### config.mk
export PLATFORM = sky130hd
export DESIGN_NAME = gcd_controller
export DESIGN_NICKNAME = d
export VERILOG_FILES = /design/src/rtl/gcd_pkg.sv /design/src/rtl/gcd_iter_cnt.sv /design/src/rtl/gcd_controller.sv
export SDC_FILE = /design/constraint.sdc
export NUM_CORES = 1
export LEC_CHECK = 0
export BUFFER_PORTS_ARGS = -buffer_cell sky130_fd_sc_hd__buf_2
export CAP_MARGIN = 20
export CORE_MARGIN = 5
export CORE_UTILIZATION = 45
export DETAILED_ROUTE_END_ITERATION = 7
export PLACE_DENSITY = 0.67
export SETUP_SLACK_MARGIN = 0.02
export SLEW_MARGIN = 20
export SYNTH_ARGS = -nofsm -noshare
export SYNTH_HDL_FRONTEND = slang
export SYNTH_HIERARCHICAL = 1
export SYNTH_SLANG_ARGS = --single-unit
export TNS_END_PERCENT = 50
### constraint.sdc
create_clock -name clk -period 2.7 [get_ports clk]
set_input_delay 0.27 -clock clk [delete_from_list [all_inputs] [get_ports clk]]
set_output_delay 0.27 -clock clk [all_outputs]
set_load 0.01 [all_outputs]
### src/rtl/gcd_pkg.sv
// Shared definitions for the GCD controller slice: state encoding, mux selects, datapath width.
package gcd_pkg;

  localparam int DATA_W = 16;

  localparam logic [2:0] S_IDLE   = 3'd0;
  localparam logic [2:0] S_LOAD_A = 3'd1;
  localparam logic [2:0] S_LOAD_B = 3'd2;
  localparam logic [2:0] S_ITER   = 3'd3;
  localparam logic [2:0] S_DONE   = 3'd4;

  localparam logic SEL_A    = 1'b0;
  localparam logic SEL_B    = 1'b1;
  localparam logic SEL_SUB  = 1'b0;
  localparam logic SEL_DATA = 1'b1;

endpackage

### src/rtl/gcd_iter_cnt.sv
// Subtraction-cycle counter with terminal-count flag at MAX_ITER.
// The count value is only exported when GCD_CYCLE_COUNT_EN is defined.
module gcd_iter_cnt
  import gcd_pkg::*;
#(
  parameter  int MAX_ITER = 65535,
  localparam int CNT_W    = $clog2(MAX_ITER + 1)
) (
  input  logic clk,
  input  logic rst_n,
  input  logic clear,
  input  logic inc,
  output logic at_max
`ifdef GCD_CYCLE_COUNT_EN
  ,
  output logic [CNT_W-1:0] count
`endif
);

  logic [CNT_W-1:0] cnt;

  // Saturates at MAX_ITER so the terminal flag cannot wrap back to zero.
  always_ff @(posedge clk) begin
    if (!rst_n) begin
      cnt <= '0;
    end else if (clear) begin
      cnt <= '0;
    end else if (inc && !at_max) begin
      cnt <= cnt + CNT_W'(1);
    end
  end

  assign at_max = (cnt == CNT_W'(MAX_ITER));

`ifdef GCD_CYCLE_COUNT_EN
  assign count = cnt;
`endif

endmodule

### src/rtl/gcd_controller.sv
// Control FSM for the subtract-and-compare GCD datapath, with a timeout for zero operands.
// Define GCD_CYCLE_COUNT_EN to expose the final subtraction count on iter_count.
module gcd_controller
  import gcd_pkg::*;
#(
  parameter  int MAX_ITER = 65535,
  localparam int CNT_W    = $clog2(MAX_ITER + 1)
) (
  input  logic clk,
  input  logic rst_n,
  input  logic start,
  input  logic data_valid,
  input  logic gt,
  input  logic lt,
  input  logic eq,
  output logic ldA,
  output logic ldB,
  output logic sel1,
  output logic sel2,
  output logic sel_in,
  output logic busy,
  output logic done,
  output logic err
`ifdef GCD_CYCLE_COUNT_EN
  ,
  output logic [CNT_W-1:0] iter_count
`endif
);

  logic [2:0] state;
  logic [2:0] next_state;
  logic       cnt_clear;
  logic       cnt_inc;
  logic       at_max;
  logic       err_next;

  gcd_iter_cnt #(
    .MAX_ITER(MAX_ITER)
  ) u_iter_cnt (
    .clk   (clk),
    .rst_n (rst_n),
    .clear (cnt_clear),
    .inc   (cnt_inc),
    .at_max(at_max)
`ifdef GCD_CYCLE_COUNT_EN
    ,
    .count (iter_count)
`endif
  );

  always_comb begin
    next_state = state;
    ldA        = 1'b0;
    ldB        = 1'b0;
    sel1       = SEL_A;
    sel2       = SEL_A;
    sel_in     = SEL_DATA;
    busy       = (state != S_IDLE);
    cnt_clear  = 1'b0;
    cnt_inc    = 1'b0;
    err_next   = 1'b0;
    case (state)
      S_IDLE: begin
        if (start) next_state = S_LOAD_A;
      end
      S_LOAD_A: begin
        ldA = data_valid;
        if (data_valid) next_state = S_LOAD_B;
      end
      S_LOAD_B: begin
        ldB = data_valid;
        if (data_valid) begin
          cnt_clear  = 1'b1;
          next_state = S_ITER;
        end
      end
      S_ITER: begin
        // Equality wins over the timeout; an illegal no-flag cycle still burns an iteration.
        sel_in = SEL_SUB;
        if (eq) begin
          next_state = S_DONE;
        end else if (at_max) begin
          next_state = S_DONE;
          err_next   = 1'b1;
        end else begin
          cnt_inc = 1'b1;
          if (gt) begin
            sel1 = SEL_A;
            sel2 = SEL_B;
            ldA  = 1'b1;
          end else if (lt) begin
            sel1 = SEL_B;
            sel2 = SEL_A;
            ldB  = 1'b1;
          end
        end
      end
      S_DONE: begin
        next_state = S_IDLE;
      end
      default: begin
        next_state = S_IDLE;
      end
    endcase
    if (!rst_n) begin
      ldA = 1'b0;
      ldB = 1'b0;
    end
  end

  // done/err are registered so they coincide with the S_DONE cycle.
  always_ff @(posedge clk) begin
    if (!rst_n) begin
      state <= S_IDLE;
      done  <= 1'b0;
      err   <= 1'b0;
    end else begin
      state <= next_state;
      done  <= (next_state == S_DONE);
      err   <= (next_state == S_DONE) && err_next;
    end
  end

endmodule

==> reports/results.ini, run 1 <==
[pwr]
total_power_mw=0.514
p_int_mw=0.391
swShare_pct=24.0
sequentialPowerShare_pct=62.4
peakVddDrop_mv=0.296
p_per_area_nw_per_um2=381
p_clk_share_pct=29.0
power.leakage_nw=0.529
combPwrFrac_pct=8.6
switchingPower_mw=0.123

[yosys]
synth.top_cells.by_area=dfxtp_1, nand3_1, nand2_1
syn-instance-count=132
avgSynthCellArea_um2=8.98
synth.most_common_cell=dfxtp_1
synth_edf_count=0
synth_flop_cell=dfxtp_1
netlist_area_um2=1180
synth-async-reset-ratio_pct=0
ys_ff_latch=21
synthTopCellsByCount=dfxtp_1, nand2_1, nand3_1, nor2_1, o21ai_0
yosysTopAreaCell=dfxtp_1
synth_fp_nets=140
ys_warn_count=6
synth_top_cell_area_share_pct=35.5
yosysUniqueCellTypes=44
yosysSeqAreaShare_pct=35.5

[clocking]
cts.sinks=21
cts_buffers=3
worstSkewPairLatency_ns=0.30
h-tree-depth=1
cts_hold_buf=0
cts_buffer_depth=2
cts_tree=built
path_clk_slew_ns=0.11
post_cts_buffers=0
cts-resized-gates=0
clockRootBuffer=clkbuf_4

[drt]
drtIter0Drc=47
routed_via_density=6.04
dr.pass1.iters=4
post_drt_wl_per_cell_um=14.5
remaining_drc_errors=0
wirelength_mm=2.62
ant_nets=0
vias=1088

[status]
status=complete, no violations

[place]
portBuffers=14
dp.final_hpwl_mm=2.00
gp_congestion=0.799
post-place-ws_ns=0.143

[setup_path]
cp.required_ns=2.43
critPathCaptureType=output pin
r2r_slack_ns=0.27
worst_path_largest_cell_delay_ns=0.46
path_cells=and4_2 -> nand4_1 -> nor2_4 -> nor2_1 -> and4bb_4 -> o21a_1 -> buf_2
worstPathMaxFanout=7
arrival_ns=2.20
critical_path_class=reg2out
cp-start-kind=flip-flop
worst_path_max_delay_cell=dfxtp_1

[grt]
grt_pass1_vias=1029
track_usage_pct=14.9
grt_first_pass_wirelength_mm=4.28
grt_start_max_net_pins=13
grt_overflow=0
antenna_found_initial=0

[sta]
rsz0062_at_grt=no
skew_ns=0.00206
relSlewSlack_pct=51.7
post-route-period-util_pct=91.6
finalHoldViolCount=0
setup_ws_ns=0.227
setup_tns_ns=0
setup_violations=0
slew_viol_final=0
clock.fmax_mhz=404
fin_crit_ns=2.47
tightestPinTransition_ns=0.722

[finish]
area.growth.synth_to_final_pct=13.8
drive_gt1_share_pct=26.7
filler_cell_count=240
nets=159
n_antenna_cell=0
final_core_util_pct=54.0

[flow_run]
drv_cap=0

[floorplan]
core-area_um2=2500
std_cell_rows=18
fp.dieW_um=61.3
io_pins=15
fp.dieH_um=61.3
die-area_um2=3760
start_util_pct=47.4

[worst_hold_path]
hold_path_class=in2reg

## final cells by class
type                       count  area (um^2)  area share, %
multi-input combinational    105          753           55.8
sequential                    21          420           31.2
timing repair buffer          19          108           7.98
tap                           30         37.5           2.78
clock buffer                   4         26.3           1.95
inverter                       1         3.75          0.278
## sequential cells by signal (all words and copies together) (netlist names)
| name | flops |
|---|---|
| state | 3 |
| u_iter_cnt/cnt | 16 |
| err | 1 |
| done | 1 |
## power groups by stage
stage / Sequential (mW) / Clock [mW] / Combinational [mW]
global placement: 0.328 / 0 / 0.0449
CTS: 0.321 / 0.157 / 0.0445
global route: 0.322 / 0.175 / 0.0487
floorplan: 0.323 / 0 / 0.0337
finish: 0.321 / 0.149 / 0.0441
detailed placement: 0.328 / 0 / 0.0443
## metrics by stage
step / cells / hold slack (ns) / cell area [um^2]
after floorplan: 132 / 0.346 / 1180
after global placement: 176 / 0.499 / 1310
after detailed placement: 176 / 0.508 / 1310
after CTS: 180 / 0.205 / 1340
after global routing: 180 / 0.203 / 1350
final: 180 / 0.230 / 1350
## cells by family (layout without fill, tap and decap cells)
| logic type | count (synthesis) | in the layout | share of synthesized area [%] |
|---|---|---|---|
| AND/OR/NAND/NOR | 69 | 69 | 37.3 |
| AO/OA/AOI/OAI | 30 | 30 | 20.1 |
| flip-flops | 21 | 21 | 35.5 |
| buffers and inverters | 6 | 24 | 2.11 |
| multiplexers | 3 | 3 | 2.53 |
| XOR/XNOR | 2 | 2 | 1.48 |
| adder cells (fa/ha/maj) | 1 | 1 | 1.06 |
## worst paths after layout
check / startpoint / endpoint / cells past startpoint
setup / recovery: u_iter_cnt/cnt[13] / ldB / 7
hold / removal: eq / err / 2
setup reg to reg: u_iter_cnt/cnt[13] / u_iter_cnt/cnt[15] / 8
hold reg to reg: u_iter_cnt/cnt[1] / u_iter_cnt/cnt[1] / 2
## per-layer routing
| layer | GRT usage [%] | part of all wire, % | vias up |
|---|---|---|---|
| li1 | - | - | 538 |
| met1 | 19.2 | 46 | 521 |
| met2 | 22.8 | 47 | 25 |
| met3 | 3.98 | 5.6 | 4 |
| met4 | 7.43 | 1.1 | 0 |
| met5 | 0 | 0 | - |
## worst max-delay path, delay by kind of cell (launching register included)
| family | cells | cell delay (ns) |
|---|---|---|
| flops | 1 | 0.46 |
| simple gates | 5 | 1.13 |
| buf+inv | 1 | 0.13 |
| compound gates | 1 | 0.17 |
## cell usage in the layout, fill, tap and decap left out, types with 2 or more instances in the layout
master    synthesis  routed
and4_2            1       2
a31oi_1           4       4
nand2b_1          2       2
mux2i_1           3       3
o21a_1            2       2
nor2_1           10       9
or4_1             2       2
clkbuf_4          0       3
or3_2             3       3
nand2_1          13      13
dfxtp_1          21      21
nor4_1            3       3
nor2b_1           4       4
nor3_1            3       2
nand3_1          11      11
o21ai_0           7       7
buf_2             2      14
a21oi_1           6       6
nand4_1           5       5
a31o_2            2       2
buf_4             0       5
Power figures use the tool's default switching activity.
==> run 2: changes to the inputs <==
- CTS_BUF_LIST: not set -> sky130_fd_sc_hd__clkbuf_8
==> run 2 against run 1 <==
Against the previous run: sequential power hardly changed; clock-buffer cell count decreased by 1; design area is 0.93% higher; largest power group unchanged; sequential cell count is the same; critical path type unchanged; largest cell class unchanged.
==> reports/results.ini, run 2 (synthesis results as in run 1) <==
[place]
dp.final_hpwl_mm=2.00  ; unchanged
portBuffers=14  ; unchanged
gp_congestion=0.799  ; unchanged
dp.cells=176  ; unchanged

[worst_hold_path]
min_to=err  ; unchanged
hold_depth=2  ; unchanged
hold_path_class=in2reg  ; unchanged
hp-start=eq  ; unchanged

[drt]
drtIter0Drc=69  ; was 47
remaining_drc_errors=0  ; unchanged
wirelength_mm=2.64  ; was 2.62 mm
dr.pass1.iters=4  ; unchanged
routed_via_density=5.97  ; was 6.04
vias=1074  ; was 1088
post_drt_wl_per_cell_um=14.7  ; was 14.5 um
ant_nets=0  ; unchanged

[pwr]
p_per_area_nw_per_um2=413  ; was 381 nW/um^2
combPwrFrac_pct=7.9  ; was 8.6%
power.leakage_nw=0.540  ; was 0.529 nW
peakVddDrop_mv=0.298  ; was 0.296 mV
p_clk_share_pct=35.0  ; was 29.0%
p_int_mw=0.434  ; was 0.391 mW
swShare_pct=22.7  ; was 24.0%
switchingPower_mw=0.128  ; was 0.123 mW
sequentialPowerShare_pct=57.1  ; was 62.4%

[setup_path]
cp.required_ns=2.43  ; about the same
r2r_slack_ns=0.28  ; was 0.27 ns
cp_num_buf_inv=1  ; unchanged
r2r_start=u_iter_cnt/cnt[13]  ; unchanged
critPathCaptureType=output pin  ; unchanged
worst_path_largest_cell_delay_ns=0.43  ; was 0.46 ns
rr_endpoint=u_iter_cnt/cnt[15]  ; unchanged
arrival_ns=2.25  ; was 2.20 ns
crit_family=simple AND/OR/NAND/NOR gates  ; unchanged
worst-path-stages=7  ; unchanged
reg2reg_depth=8  ; unchanged
worstPathMaxFanout=7  ; unchanged
critical_path_class=reg2out  ; unchanged
cp-start-kind=flip-flop  ; unchanged
worst_path_max_delay_cell=dfxtp_1  ; unchanged
path_cells=and4_1 -> nand4_1 -> nor2_2 -> nor2_1 -> and4bb_4 -> o21a_1 -> buf_2  ; was and4_2 -> nand4_1 -> nor2_4 -> nor2_1 -> and4bb_4 -> o21a_1 -> buf_2

[flow_run]
drv_cap=0  ; unchanged

[sta]
fin_crit_ns=2.52  ; was 2.47 ns
rsz0062_at_grt=no  ; unchanged
setup_tns_ns=0  ; unchanged
setup_violations=0  ; unchanged
slew_viol_final=0  ; unchanged
relSlewSlack_pct=52.3  ; was 51.7%
tightestPinTransition_ns=0.714  ; was 0.722 ns
hold-worst-slack_ns=0.280  ; was 0.230 ns
clock.fmax_mhz=398  ; was 404 MHz
post-route-period-util_pct=93.1  ; was 91.6%
skew_ns=0.00398  ; was 0.00206 ns
finalHoldViolCount=0  ; unchanged

[grt]
track_usage_pct=14.9  ; unchanged
grt_start_max_net_pins=13  ; unchanged
grt_pass1_vias=1012  ; was 1029
grt_overflow=0  ; unchanged
antenna_found_initial=0  ; unchanged
grt_first_pass_wirelength_mm=4.26  ; was 4.28 mm

[floorplan]
fp.dieH_um=61.3  ; unchanged
start_util_pct=47.4  ; unchanged
fp.dieW_um=61.3  ; unchanged
std_cell_rows=18  ; unchanged
io_pins=15  ; unchanged
die-area_um2=3760  ; unchanged
core-area_um2=2500  ; unchanged

[clocking]
post_cts_buffers=0  ; unchanged
cts_tree=built  ; unchanged
clockRootBuffer=clkbuf_8  ; was clkbuf_4
path_clk_slew_ns=0.07  ; was 0.11 ns
h-tree-depth=1  ; unchanged
worstSkewPairLatency_ns=0.25  ; was 0.30 ns
cts.sinks=21  ; unchanged
cts_buffers=3  ; unchanged
cts_buffer_depth=2  ; unchanged

[finish]
regMostFlops=u_iter_cnt/cnt  ; unchanged
final_cell_mix=dfxtp_1, buf_2, nand2_1  ; unchanged
final_common_cell=dfxtp_1  ; unchanged
largest_reg_flops=16  ; unchanged
nets=159  ; unchanged
n_antenna_cell=0  ; unchanged
area.growth.synth_to_final_pct=14.9  ; was 13.8%
top_regs=u_iter_cnt/cnt x16, state x3  ; unchanged
drive_gt1_share_pct=26.0  ; was 26.7%
final_cells=180  ; unchanged

[status]
status=complete, no violations  ; unchanged

[run 2: worst max-delay path by stage]
stage / to / slack, ns / from
4_1_cts: ldB / 0.11 / u_iter_cnt/cnt[9]
6_report: ldB / 0.18 / u_iter_cnt/cnt[9]
5_1_grt: ldB / 0.03 / u_iter_cnt/cnt[9]
2_1_floorplan: u_iter_cnt/cnt[10] / 0.21 / u_iter_cnt/cnt[0]
3_5_place_dp: u_iter_cnt/cnt[10] / 0.14 / u_iter_cnt/cnt[13]
3_3_place_gp: u_iter_cnt/cnt[10] / 0.30 / u_iter_cnt/cnt[9]
[run 2: stage by stage]
stage               instance area, um^2  total power, mW  setup WS (ns)  utilization [%]
floorplan                          1180            0.357          0.208                -
global placement                   1310            0.373          0.296             52.4
detailed placement                 1310            0.372          0.143             52.4
CTS                                1350            0.572          0.113             54.2
global route                       1360            0.590         0.0344             54.5
finish                             1360            0.562          0.185             54.5
[run 2: repair_timing]
item	in CTS	in global routing
setup endpoints to repair	0	10
hold buffers	0	0
resized for setup	0	2
[run 2: power by group through the flow]
stage | Combinational (mW) | Sequential, mW | Clock [mW]
after CTS | 0.0445 | 0.321 | 0.206
after global placement | 0.0449 | 0.328 | 0
final | 0.0442 | 0.321 | 0.197
after detailed placement | 0.0443 | 0.328 | 0
after global routing | 0.0487 | 0.322 | 0.220
after floorplan | 0.0337 | 0.323 | 0
[run 2: layout make-up]
class | instances | area [um^2]
Inverter | 1 | 3.75
Clock inverter | 1 | 3.75
Timing Repair Buffer | 19 | 108
Fill cell | 237 | 1140
Clock buffer | 3 | 41.3
Sequential cell | 21 | 420
Tap cell | 30 | 37.5
Multi-Input combinational cell | 105 | 747
[run 2: routing by layer]
layer	share of wire, %	GRT usage (%)
met4	0.34	6.81
met1	47	19.7
met2	49	22.8
met5	0	0
met3	3.9	3.56
==> run 3: changes to the inputs <==
- PLACE_DENSITY: 0.67 -> not set
- clock period: 2.7 -> 2.6 ns (I/O delays scaled with it)
==> run 3 against run 2 <==
Against the previous run: sequential power is 4% higher; clock skew is 0.0015 ns lower; global-route usage is 1.3 points higher; design area is 0.64% higher; total power is 5.6% higher; via count is 0.84% higher; clock power is 9% higher; largest cell class unchanged.
==> reports/results.ini, run 3 (synthesis results as in run 1) <==
[grt]
grt_overflow=0  ; unchanged
track_usage_pct=16.2  ; was 14.9%
antenna_found_initial=0  ; unchanged
grt_start_max_net_pins=13  ; unchanged
grt_pass1_vias=982  ; was 1012
grt_first_pass_wirelength_mm=4.60  ; was 4.26 mm

[drt]
vias=1083  ; was 1074
ant_nets=0  ; unchanged
dr.pass1.iters=4  ; unchanged
remaining_drc_errors=0  ; unchanged
post_drt_wl_per_cell_um=15.1  ; was 14.7 um
routed_via_density=5.95  ; was 5.97
wirelength_mm=2.74  ; was 2.64 mm
drtIter0Drc=74  ; was 69

[clocking]
cts.sinks=21  ; unchanged
h-tree-depth=1  ; unchanged
worstSkewPairLatency_ns=0.26  ; was 0.25 ns
path_clk_slew_ns=0.08  ; was 0.07 ns
clockRootBuffer=clkbuf_8  ; unchanged
cts_buffer_depth=2  ; unchanged
cts_buffers=3  ; unchanged
cts_hold_buf=0  ; unchanged
cts_tree=built  ; unchanged

[floorplan]
core-area_um2=2500  ; unchanged
fp.dieW_um=61.3  ; unchanged
fp.dieH_um=61.3  ; unchanged
std_cell_rows=18  ; unchanged
io_pins=15  ; unchanged
start_util_pct=47.4  ; unchanged
die-area_um2=3760  ; unchanged

[finish]
fin_area_um2=1370  ; was 1360 um^2
area.growth.synth_to_final_pct=15.6  ; was 14.9%
filler_cell_count=242  ; was 237
n_antenna_cell=0  ; unchanged
top_regs=u_iter_cnt/cnt x16, state x3  ; unchanged
largest_reg_flops=16  ; unchanged
final_cell_mix=dfxtp_1, buf_2, nand2_1  ; unchanged
drive_gt1_share_pct=26.3  ; was 26.0%
nets=161  ; was 159
regMostFlops=u_iter_cnt/cnt  ; unchanged
final_common_cell=dfxtp_1  ; unchanged

[sta]
setup_violations=0  ; unchanged
finalHoldViolCount=0  ; unchanged
setup_tns_ns=0  ; unchanged
rsz0062_at_grt=yes  ; was no
fin_crit_ns=2.40
relSlewSlack_pct=46.6  ; was 52.3%
slew_viol_final=0  ; unchanged
skew_ns=0.00252  ; was 0.00398 ns
tightestPinTransition_ns=0.800  ; was 0.714 ns
setup_ws_ns=0.197  ; was 0.185 ns
clock.fmax_mhz=416
post-route-period-util_pct=92.4

[setup_path]
cp.required_ns=2.34  ; was 2.43 ns
critPathCaptureType=output pin  ; unchanged
worst_path_largest_cell_delay_ns=0.43  ; about the same
path_cells=and4_2 -> nand4_1 -> nor2_1 -> buf_4 -> nor2_1 -> and4bb_4 -> o21a_1 -> buf_2  ; was and4_1 -> nand4_1 -> nor2_2 -> nor2_1 -> and4bb_4 -> o21a_1 -> buf_2
reg2reg_depth=8  ; unchanged
cp_num_buf_inv=2  ; was 1
crit_family=simple AND/OR/NAND/NOR gates  ; unchanged
cp_common_cell=nor2_1
arrival_ns=2.14  ; was 2.25 ns
r2r_slack_ns=0.23  ; was 0.28 ns
cp-start-kind=flip-flop  ; unchanged
rr_endpoint=u_iter_cnt/cnt[10]  ; was u_iter_cnt/cnt[15]
r2r_start=u_iter_cnt/cnt[13]  ; unchanged
crit_end=ldB  ; unchanged
critical_path_class=reg2out  ; unchanged
crit_path_start=u_iter_cnt/cnt[13]  ; was u_iter_cnt/cnt[9]
worst_path_max_delay_cell=dfxtp_1  ; unchanged
worstPathMaxFanout=7  ; unchanged
worst-path-stages=8  ; was 7

[pwr]
p_clk_share_pct=36.1  ; was 35.0%
power.leakage_nw=0.549  ; was 0.540 nW
p_int_mw=0.451  ; was 0.434 mW
switchingPower_mw=0.142  ; was 0.128 mW
combPwrFrac_pct=7.7  ; was 7.9%
peakVddDrop_mv=0.389  ; was 0.298 mV
p_per_area_nw_per_um2=433  ; was 413 nW/um^2
sequentialPowerShare_pct=56.2  ; was 57.1%
swShare_pct=23.9  ; was 22.7%

[status]
status=complete, no violations  ; unchanged

[flow_run]
drv_cap=0  ; unchanged

[place]
gp_congestion=0.806  ; was 0.799
postPlaceCellArea_um2=1320  ; was 1310 um^2
dp.final_hpwl_mm=2.03  ; was 2.00 mm
post-place-ws_ns=0.257  ; was 0.143 ns
portBuffers=14  ; unchanged

[worst_hold_path]
hp-start=eq  ; unchanged
hold_path_class=in2reg  ; unchanged

==> run 3: cell count changes in the layout (fill, tap and decap cells not counted), sizes merged <==
cell,before,now
buf,19,21
==> run 3: cell type report <==
type | instances | area [um^2] | share of cell area [%]
Clock buffer | 3 | 41.3 | 3.01
Clock inverter | 1 | 3.75 | 0.274
Inverter | 1 | 3.75 | 0.274
Multi-Input combinational cell | 105 | 741 | 54.1
Sequential cell | 21 | 420 | 30.7
Tap cell | 30 | 37.5 | 2.74
Timing Repair Buffer | 21 | 123 | 8.95
==> run 3: worst min-delay path by stage <==
stage,to,slack [ns],depth (start not counted)
6_report,err,0.26,2
5_1_grt,err,0.28,2
4_1_cts,err,0.25,2
3_5_place_dp,u_iter_cnt/cnt[6],0.50,1
3_3_place_gp,u_iter_cnt/cnt[14],0.50,2
2_1_floorplan,err,0.34,1
==> run 3: layer usage <==
layer  part of all wire (%)  GRT usage [%]  wire [um]  vias up
met1                     46           22.7       1260      506
met2                     48           24.5       1310       27
met3                    5.1           3.77        139        4
met4                    1.1           5.57         29        0
li1                       -              -          -      546
met5                      0              0          0        -
==> run 3: stage by stage <==
step / hold WS [ns] / instances / util, % / power [mW]
final: 0.263 / 182 / 54.8 / 0.593
after global routing: 0.277 / 182 / 54.8 / 0.624
after CTS: 0.253 / 182 / 54.8 / 0.602
after detailed placement: 0.504 / 178 / 53.0 / 0.387
after global placement: 0.499 / 178 / 53.0 / 0.386
after floorplan: 0.336 / 132 / - / 0.371
==> run 3: power by group through the flow <==
stage | Clock (mW) | Combinational [mW] | Sequential (mW)
after global routing | 0.238 | 0.0508 | 0.335
after global placement | 0 | 0.0455 | 0.340
after detailed placement | 0 | 0.0462 | 0.341
after floorplan | 0 | 0.0350 | 0.336
final | 0.214 | 0.0459 | 0.333
after CTS | 0.223 | 0.0464 | 0.333
==> run 3: what timing repair did <==
action	4_1_cts	5_1_grt
hold endpoints to repair	0	0
setup endpoints to repair	0	3
buffers inserted	0	0
gates resized for setup	0	1
